File: config.mk
export PLATFORM = sky130hd
export DESIGN_NAME = dm_cache_ctrl
export DESIGN_NICKNAME = d
export VERILOG_FILES = /design/src/rtl/dm_cache_pkg.sv /design/src/rtl/dm_cache_tag_store.sv /design/src/rtl/dm_cache_ctrl.sv
export SDC_FILE = /design/constraint.sdc
export NUM_CORES = 1
export LEC_CHECK = 0
export ABC_AREA = 1
export CAP_MARGIN = 5
export CELL_PAD_IN_SITES_DETAIL_PLACEMENT = 0
export CELL_PAD_IN_SITES_GLOBAL_PLACEMENT = 1
export CORE_MARGIN = 2
export CORE_UTILIZATION = 41
export CTS_CLUSTER_DIAMETER = 200
export DETAILED_ROUTE_END_ITERATION = 16
export PLACE_DENSITY = 0.92
export SKIP_CTS_REPAIR_TIMING = 1
export SLEW_MARGIN = 15
export SYNTH_ARGS = -nofsm -noshare
export SYNTH_HDL_FRONTEND = slang
export SYNTH_SLANG_ARGS = --single-unit
File: constraint.sdc
create_clock -name clk -period 13.5 [get_ports clk]
set_input_delay 2.025 -clock clk [delete_from_list [all_inputs] [get_ports clk]]
set_output_delay 2.025 -clock clk [all_outputs]
set_load 0.005 [all_outputs]
File: src/rtl/dm_cache_pkg.sv
// Shared types and default widths for the direct-mapped cache controller.
package dm_cache_pkg;

  localparam int unsigned ADDR_W_DEF  = 12;
  localparam int unsigned DATA_W_DEF  = 32;
  localparam int unsigned INDEX_W_DEF = 4;
  localparam int unsigned CNT_W_DEF   = 16;

  // Controller sequencing states
  typedef enum logic [2:0] {
    ST_IDLE   = 3'd0,
    ST_LOOKUP = 3'd1,
    ST_MEM_RD = 3'd2,
    ST_MEM_WR = 3'd3,
    ST_RESP   = 3'd4
  } state_e;

endpackage

File: src/rtl/dm_cache_tag_store.sv
// Tag and valid arrays: combinational lookup, single-entry write, one-cycle clear-all.
module dm_cache_tag_store #(
  parameter int unsigned INDEX_W = 4,
  parameter int unsigned TAG_W   = 8
) (
  input  logic               clk,
  input  logic               rst,
  input  logic [INDEX_W-1:0] lkp_idx_i,
  input  logic [TAG_W-1:0]   lkp_tag_i,
  output logic               lkp_hit_c_o,
  input  logic               wr_en_i,
  input  logic [INDEX_W-1:0] wr_idx_i,
  input  logic [TAG_W-1:0]   wr_tag_i,
  input  logic               clr_all_i
);

  localparam int unsigned LINES = 1 << INDEX_W;

  logic [LINES-1:0] valid_q, valid_d;
  logic [TAG_W-1:0] tag_q [LINES];

  // Clear-all wins over a line fill; the controller never issues both together
  always_comb begin
    valid_d = valid_q;
    if (clr_all_i) begin
      valid_d = '0;
    end else if (wr_en_i) begin
      valid_d[wr_idx_i] = 1'b1;
    end
  end

  // Valid bit register
  always_ff @(posedge clk or posedge rst) begin
    if (rst) begin
      valid_q <= '0;
    end else begin
      valid_q <= valid_d;
    end
  end

  // Tag array, written on line fill
  always_ff @(posedge clk or posedge rst) begin
    if (rst) begin
      for (int i = 0; i < int'(LINES); i++) begin
        tag_q[i] <= '0;
      end
    end else if (wr_en_i) begin
      tag_q[wr_idx_i] <= wr_tag_i;
    end
  end

  assign lkp_hit_c_o = valid_q[lkp_idx_i] && (tag_q[lkp_idx_i] == lkp_tag_i);

endmodule

File: src/rtl/dm_cache_ctrl.sv
// Direct-mapped cache sequencer: hit/miss resolution, read-miss refill, write-through.
module dm_cache_ctrl
  import dm_cache_pkg::*;
#(
  parameter int unsigned ADDR_W  = ADDR_W_DEF,
  parameter int unsigned DATA_W  = DATA_W_DEF,
  parameter int unsigned INDEX_W = INDEX_W_DEF,
  parameter int unsigned CNT_W   = CNT_W_DEF
) (
  input  logic               clk,
  input  logic               rst,
  input  logic               req_valid,
  output logic               req_ready,
  input  logic               req_we,
  input  logic [ADDR_W-1:0]  req_addr,
  input  logic [DATA_W-1:0]  req_wdata,
  output logic               resp_valid,
  output logic [DATA_W-1:0]  resp_rdata,
  input  logic               inv_all,
  output logic [INDEX_W-1:0] cache_addr,
  output logic               cache_we,
  output logic [DATA_W-1:0]  cache_wdata,
  input  logic [DATA_W-1:0]  cache_rdata,
  output logic               mem_req,
  output logic               mem_we,
  output logic [ADDR_W-1:0]  mem_addr,
  output logic [DATA_W-1:0]  mem_wdata,
  input  logic               mem_ack,
  input  logic [DATA_W-1:0]  mem_rdata,
  output logic [CNT_W-1:0]   hit_cnt,
  output logic [CNT_W-1:0]   miss_cnt
);

  localparam int unsigned TAG_W = ADDR_W - INDEX_W;

  state_e              state_q, state_d;
  logic [ADDR_W-1:0]   addr_q, addr_d;
  logic                we_q, we_d;
  logic [DATA_W-1:0]   wdata_q, wdata_d;
  logic [DATA_W-1:0]   resp_rdata_q, resp_rdata_d;
  logic [CNT_W-1:0]    hit_cnt_q, hit_cnt_d;
  logic [CNT_W-1:0]    miss_cnt_q, miss_cnt_d;

  logic                hit_c;
  logic                tag_wr_c;
  logic                clr_all_c;
  logic [INDEX_W-1:0]  idx_q_c;
  logic [TAG_W-1:0]    tag_lat_c;

  assign idx_q_c   = addr_q[INDEX_W-1:0];
  assign tag_lat_c = addr_q[ADDR_W-1:INDEX_W];

  dm_cache_tag_store #(
    .INDEX_W (INDEX_W),
    .TAG_W   (TAG_W)
  ) u_tag_store (
    .clk         (clk),
    .rst         (rst),
    .lkp_idx_i   (idx_q_c),
    .lkp_tag_i   (tag_lat_c),
    .lkp_hit_c_o (hit_c),
    .wr_en_i     (tag_wr_c),
    .wr_idx_i    (idx_q_c),
    .wr_tag_i    (tag_lat_c),
    .clr_all_i   (clr_all_c)
  );

  // Next-state, request latching, counters and array/tag write strobes
  always_comb begin
    state_d      = state_q;
    addr_d       = addr_q;
    we_d         = we_q;
    wdata_d      = wdata_q;
    resp_rdata_d = resp_rdata_q;
    hit_cnt_d    = hit_cnt_q;
    miss_cnt_d   = miss_cnt_q;
    cache_we     = 1'b0;
    tag_wr_c     = 1'b0;
    clr_all_c    = 1'b0;

    unique case (state_q)
      ST_IDLE: begin
        if (inv_all) begin
          clr_all_c = 1'b1;
        end else if (req_valid) begin
          addr_d  = req_addr;
          we_d    = req_we;
          wdata_d = req_wdata;
          state_d = ST_LOOKUP;
        end
      end
      ST_LOOKUP: begin
        if (hit_c) begin
          hit_cnt_d = (&hit_cnt_q) ? hit_cnt_q : hit_cnt_q + CNT_W'(1);
        end else begin
          miss_cnt_d = (&miss_cnt_q) ? miss_cnt_q : miss_cnt_q + CNT_W'(1);
        end
        if (we_q) begin
          // Write-through; only an already-resident line is updated
          cache_we = hit_c;
          state_d  = ST_MEM_WR;
        end else if (hit_c) begin
          resp_rdata_d = cache_rdata;
          state_d      = ST_RESP;
        end else begin
          state_d = ST_MEM_RD;
        end
      end
      ST_MEM_RD: begin
        if (mem_ack) begin
          cache_we     = 1'b1;
          tag_wr_c     = 1'b1;
          resp_rdata_d = mem_rdata;
          state_d      = ST_RESP;
        end
      end
      ST_MEM_WR: begin
        if (mem_ack) begin
          resp_rdata_d = '0;
          state_d      = ST_RESP;
        end
      end
      ST_RESP: begin
        state_d = ST_IDLE;
      end
      default: begin
        state_d = ST_IDLE;
      end
    endcase
  end

  // State, request latches, response data and statistics registers
  always_ff @(posedge clk or posedge rst) begin
    if (rst) begin
      state_q      <= ST_IDLE;
      addr_q       <= '0;
      we_q         <= 1'b0;
      wdata_q      <= '0;
      resp_rdata_q <= '0;
      hit_cnt_q    <= '0;
      miss_cnt_q   <= '0;
    end else begin
      state_q      <= state_d;
      addr_q       <= addr_d;
      we_q         <= we_d;
      wdata_q      <= wdata_d;
      resp_rdata_q <= resp_rdata_d;
      hit_cnt_q    <= hit_cnt_d;
      miss_cnt_q   <= miss_cnt_d;
    end
  end

  // Interface decode; memory fields come from latches so they hold until ack
  assign req_ready   = (state_q == ST_IDLE) && !inv_all;
  assign resp_valid  = (state_q == ST_RESP);
  assign resp_rdata  = resp_rdata_q;
  assign mem_req     = (state_q == ST_MEM_RD) || (state_q == ST_MEM_WR);
  assign mem_we      = (state_q == ST_MEM_WR);
  assign mem_addr    = addr_q;
  assign mem_wdata   = wdata_q;
  assign cache_addr  = ((state_q == ST_LOOKUP) || (state_q == ST_MEM_RD)) ?
                       idx_q_c : req_addr[INDEX_W-1:0];
  assign cache_wdata = (state_q == ST_MEM_RD) ? mem_rdata : wdata_q;
  assign hit_cnt     = hit_cnt_q;
  assign miss_cnt    = miss_cnt_q;

endmodule

==> results.json <==
{
  "outcome": "finished clean",
  "dpl-instance-area_mm2": 0.0154,
  "pwr-share-comb": 0.428,
  "r2r-start": "mem_addr[0]$_DFFE_PP0P_",
  "worst_hold_path_type": "register to register",
  "area_delta_synth_final_pct": 29.3,
  "clkLatencyLatePin_ns": 0.55,
  "coreArea_mm2": 0.0305,
  "die_area_mm2": 0.0323,
  "synthTopCellsByArea": "dfrtp_1 51%, nand2_1 20%, o21ai_0 8.5%, inv_1 3.1%, nand4_1 3.0%",
  "overflow": 0,
  "tightest_slew_ns": 1.05,
  "critical_path_arrival_ns": 4.20,
  "stdcell_area_mm2": 0.0164,
  "cts_htree_levels": 1,
  "postRouteAntennaNets": 0,
  "syn_area_mm2": 0.0126,
  "drv_cap": 0,
  "cts_tree": "built",
  "start_util": 0.414,
  "end_kind": "output port",
  "first_pass_iters": 5,
  "die_y_um": 180,
  "switchingPower_mw": 1.33,
  "yosys.area.top_type": "dfrtp_1",
  "rows": 64,
  "portBuffers": 262,
  "via_count": 11600,
  "synth_cell_types": 30,
  "vias_per_cell": 5.16,
  "required_ns": 11.48,
  "drc": 0,
  "finalCritPeriodShare": 0.461,
  "postRouteWirelength_um": 39200,
  "path_clk_slew_ns": 0.06,
  "skew_ns": 0.0127,
  "cp_max_fo": 61,
  "maxSlewViolCount": 0,
  "antenna_found_initial": 2,
  "p_sw_frac": 0.384,
  "clockRootBuffer": "clkbuf_16",
  "crit_start": "mem_addr[0]$_DFFE_PP0P_",
  "drive_gt1_frac": 0.0600,
  "worstSetupStartpointType": "register",
  "max_slew_margin": 0.300,
  "ys_ff_latch": 256,
  "grt_max_degree": 116,
  "avgSynthCellArea_um2": 7.83,
  "grt_pass1_vias": 11313,
  "final.min_clock_period_ns": 6.23,
  "wire_per_inst_um": 17.4,
  "routabilityCongestion": 0.879,
  "dp_hpwl_um": 26900,
  "synthCells": 1616,
  "cts_buffer_depth": 3,
  "syn_nets": 1732,
  "num-nets-final": 1944,
  "finalSetupViolCount": 0,
  "cts_num_sinks": 256,
  "synth_top_cell_area_share": 0.507,
  "track_usage": 0.240,
  "rsz0062_at_grt": "false",
  "total_power_mw": 3.46,
  "hp-start": "resp_rdata[27]$_DFFE_PP0P_",
  "fmax_mhz": 161,
  "ys_seq_area_frac": 0.507,
  "grt_first_pass_wirelength_um": 62400,
  "intPower_mw": 2.13,
  "setup_tns_ns": 0,
  "cts_buffers": 28,
  "p_leak_nw": 7.77,
  "vdd_drop_max_mv": 0.133,
  "crit_type": "register to output port",
  "power_frac_seq": 0.347,
  "synth_warnings": 0,
  "ios": 263,
  "die_w_um": 180,
  "power_frac_clock": 0.225,
  "synth_ff_type": "dfrtp_1",
  "synth-edff-count": 0,
  "drt_iter0_drc": 808,
  "hold_viol": 0,
  "power_density_mw_per_mm2": 212,
  "async_flop_share": 1.00,
  "fillCellCount": 2855
}
[worst max-delay path, cell delays in order, from the launching register on]
cell,delay [ns]
dfrtp_2,0.34
buf_4,0.57
inv_2,0.56
nand2_1,0.18
nand2_1,0.07
nand2_1,0.06
nand3_1,0.10
nand2_1,0.12
nand2_1,0.10
nor2_1,0.09
nand2_1,0.05
nand2_1,0.09
nand2_1,0.06
nor2_2,0.09
nand3_2,0.26
o21ai_0,0.25
clkdlybuf4s50_1,0.61
[layer usage]
metal | global-route usage | share of wire | vias up
met1 | 0.301 | 0.41 | 5528
met4 | 0.0637 | 0.026 | 0
met3 | 0.0687 | 0.084 | 58
li1 | - | - | 5608
met5 | 0 | 0 | -
met2 | 0.407 | 0.48 | 406
[power by group through the flow]
stage                     Clock (mW)  Sequential [mW]  Combinational [mW]
after floorplan                    0             1.17               0.833
after global placement             0             1.20                1.46
after detailed placement           0             1.21                1.48
after CTS                      0.794             1.20                1.49
after global routing           0.826             1.23                1.65
final                          0.779             1.20                1.48
[placed cells by master, fill, tap and decap left out, types with 11 or more instances in the layout]
master	n
nand2_1	665
clkdlybuf4s50_1	262
dfrtp_1	255
o21ai_0	215
inv_1	103
nand4_1	61
nor2_1	47
a21oi_1	31
mux2_2	31
clkbuf_16	28
nand3_1	27
xor2_1	19
nor3_1	12
o21ai_1	11
[flip-flops by register name (all words and copies together), names as in the netlist]
| register | count |
|---|---|
| hit_cnt | 16 |
| state_q | 3 |
| mem_addr | 12 |
| resp_rdata | 32 |
| u_tag_store.valid_q | 16 |
| we_q | 1 |
| u_tag_store.tag_q | 128 |
| mem_wdata | 32 |
| miss_cnt | 16 |
[cells in the mapped netlist, types with 2 or more instances]
library cell,n
buf_1,4
xnor2_1,9
nor2_1,48
nand3_1,27
nand3b_1,2
nand4_1,61
nor3_2,2
nor4_1,6
buf_4,8
ha_1,2
o21ai_0,215
inv_1,105
nand2_1,666
xor2_1,19
nor2_2,7
o21ai_1,11
nor3_1,13
inv_2,7
clkbuf_1,51
dfrtp_1,256
mux2_2,31
nand3_4,2
a21oi_1,31
clkinv_1,2
buf_2,18
buf_6,9
[logic make-up (layout without fill, tap and decap cells)]
family,count (synthesis),after routing,synth area share
other cells,0,2,0
mux,31,31,0.0276
compound gates,257,257,0.102
flops,256,256,0.507
buf+inv,204,438,0.0701
fa+ha+maj,2,2,0.00198
simple gates,838,838,0.273
xor+xnor,28,28,0.0194
[through the flow]
stage / util / worst slack, ns / instances / hold slack [ns]
2_1_floorplan: - / 4.43 / 1616 / 0.453
3_3_place_gp: 0.505 / 7.83 / 2194 / 0.456
3_5_place_dp: 0.505 / 7.82 / 2194 / 0.459
4_1_cts: 0.536 / 7.30 / 2246 / 0.474
5_1_grt: 0.536 / 6.92 / 2248 / 0.498
6_report: 0.536 / 7.27 / 2248 / 0.469
[worst paths after layout]
check	slack (ns)	cells after the start	endpoint
min reg2reg	0.47	2	resp_rdata[27]$_DFFE_PP0P_
min	0.47	2	resp_rdata[27]$_DFFE_PP0P_
max in group asynchronous	9.93	3	u_tag_store.tag_q[114]$_DFFE_PP0P_
max	7.27	16	cache_we
min in group asynchronous	2.03	2	miss_cnt[5]$_DFFE_PP0P_
max reg2reg	9.52	18	resp_rdata[31]$_DFFE_PP0P_
[final cells by class]
| class | instances | area [um2] | area share |
|---|---|---|---|
| inverters | 114 | 435 | 0.0266 |
| clock inverters | 6 | 91.3 | 0.00558 |
| well taps | 396 | 495 | 0.0303 |
| diodes | 2 | 5.00 | 0.000306 |
| multi-input cells | 1156 | 5360 | 0.328 |
| flip-flops and latches | 256 | 6410 | 0.392 |
| clock buffers | 46 | 858 | 0.0525 |
| repair buffers | 272 | 2700 | 0.165 |
(Power assumes the default switching activity.)
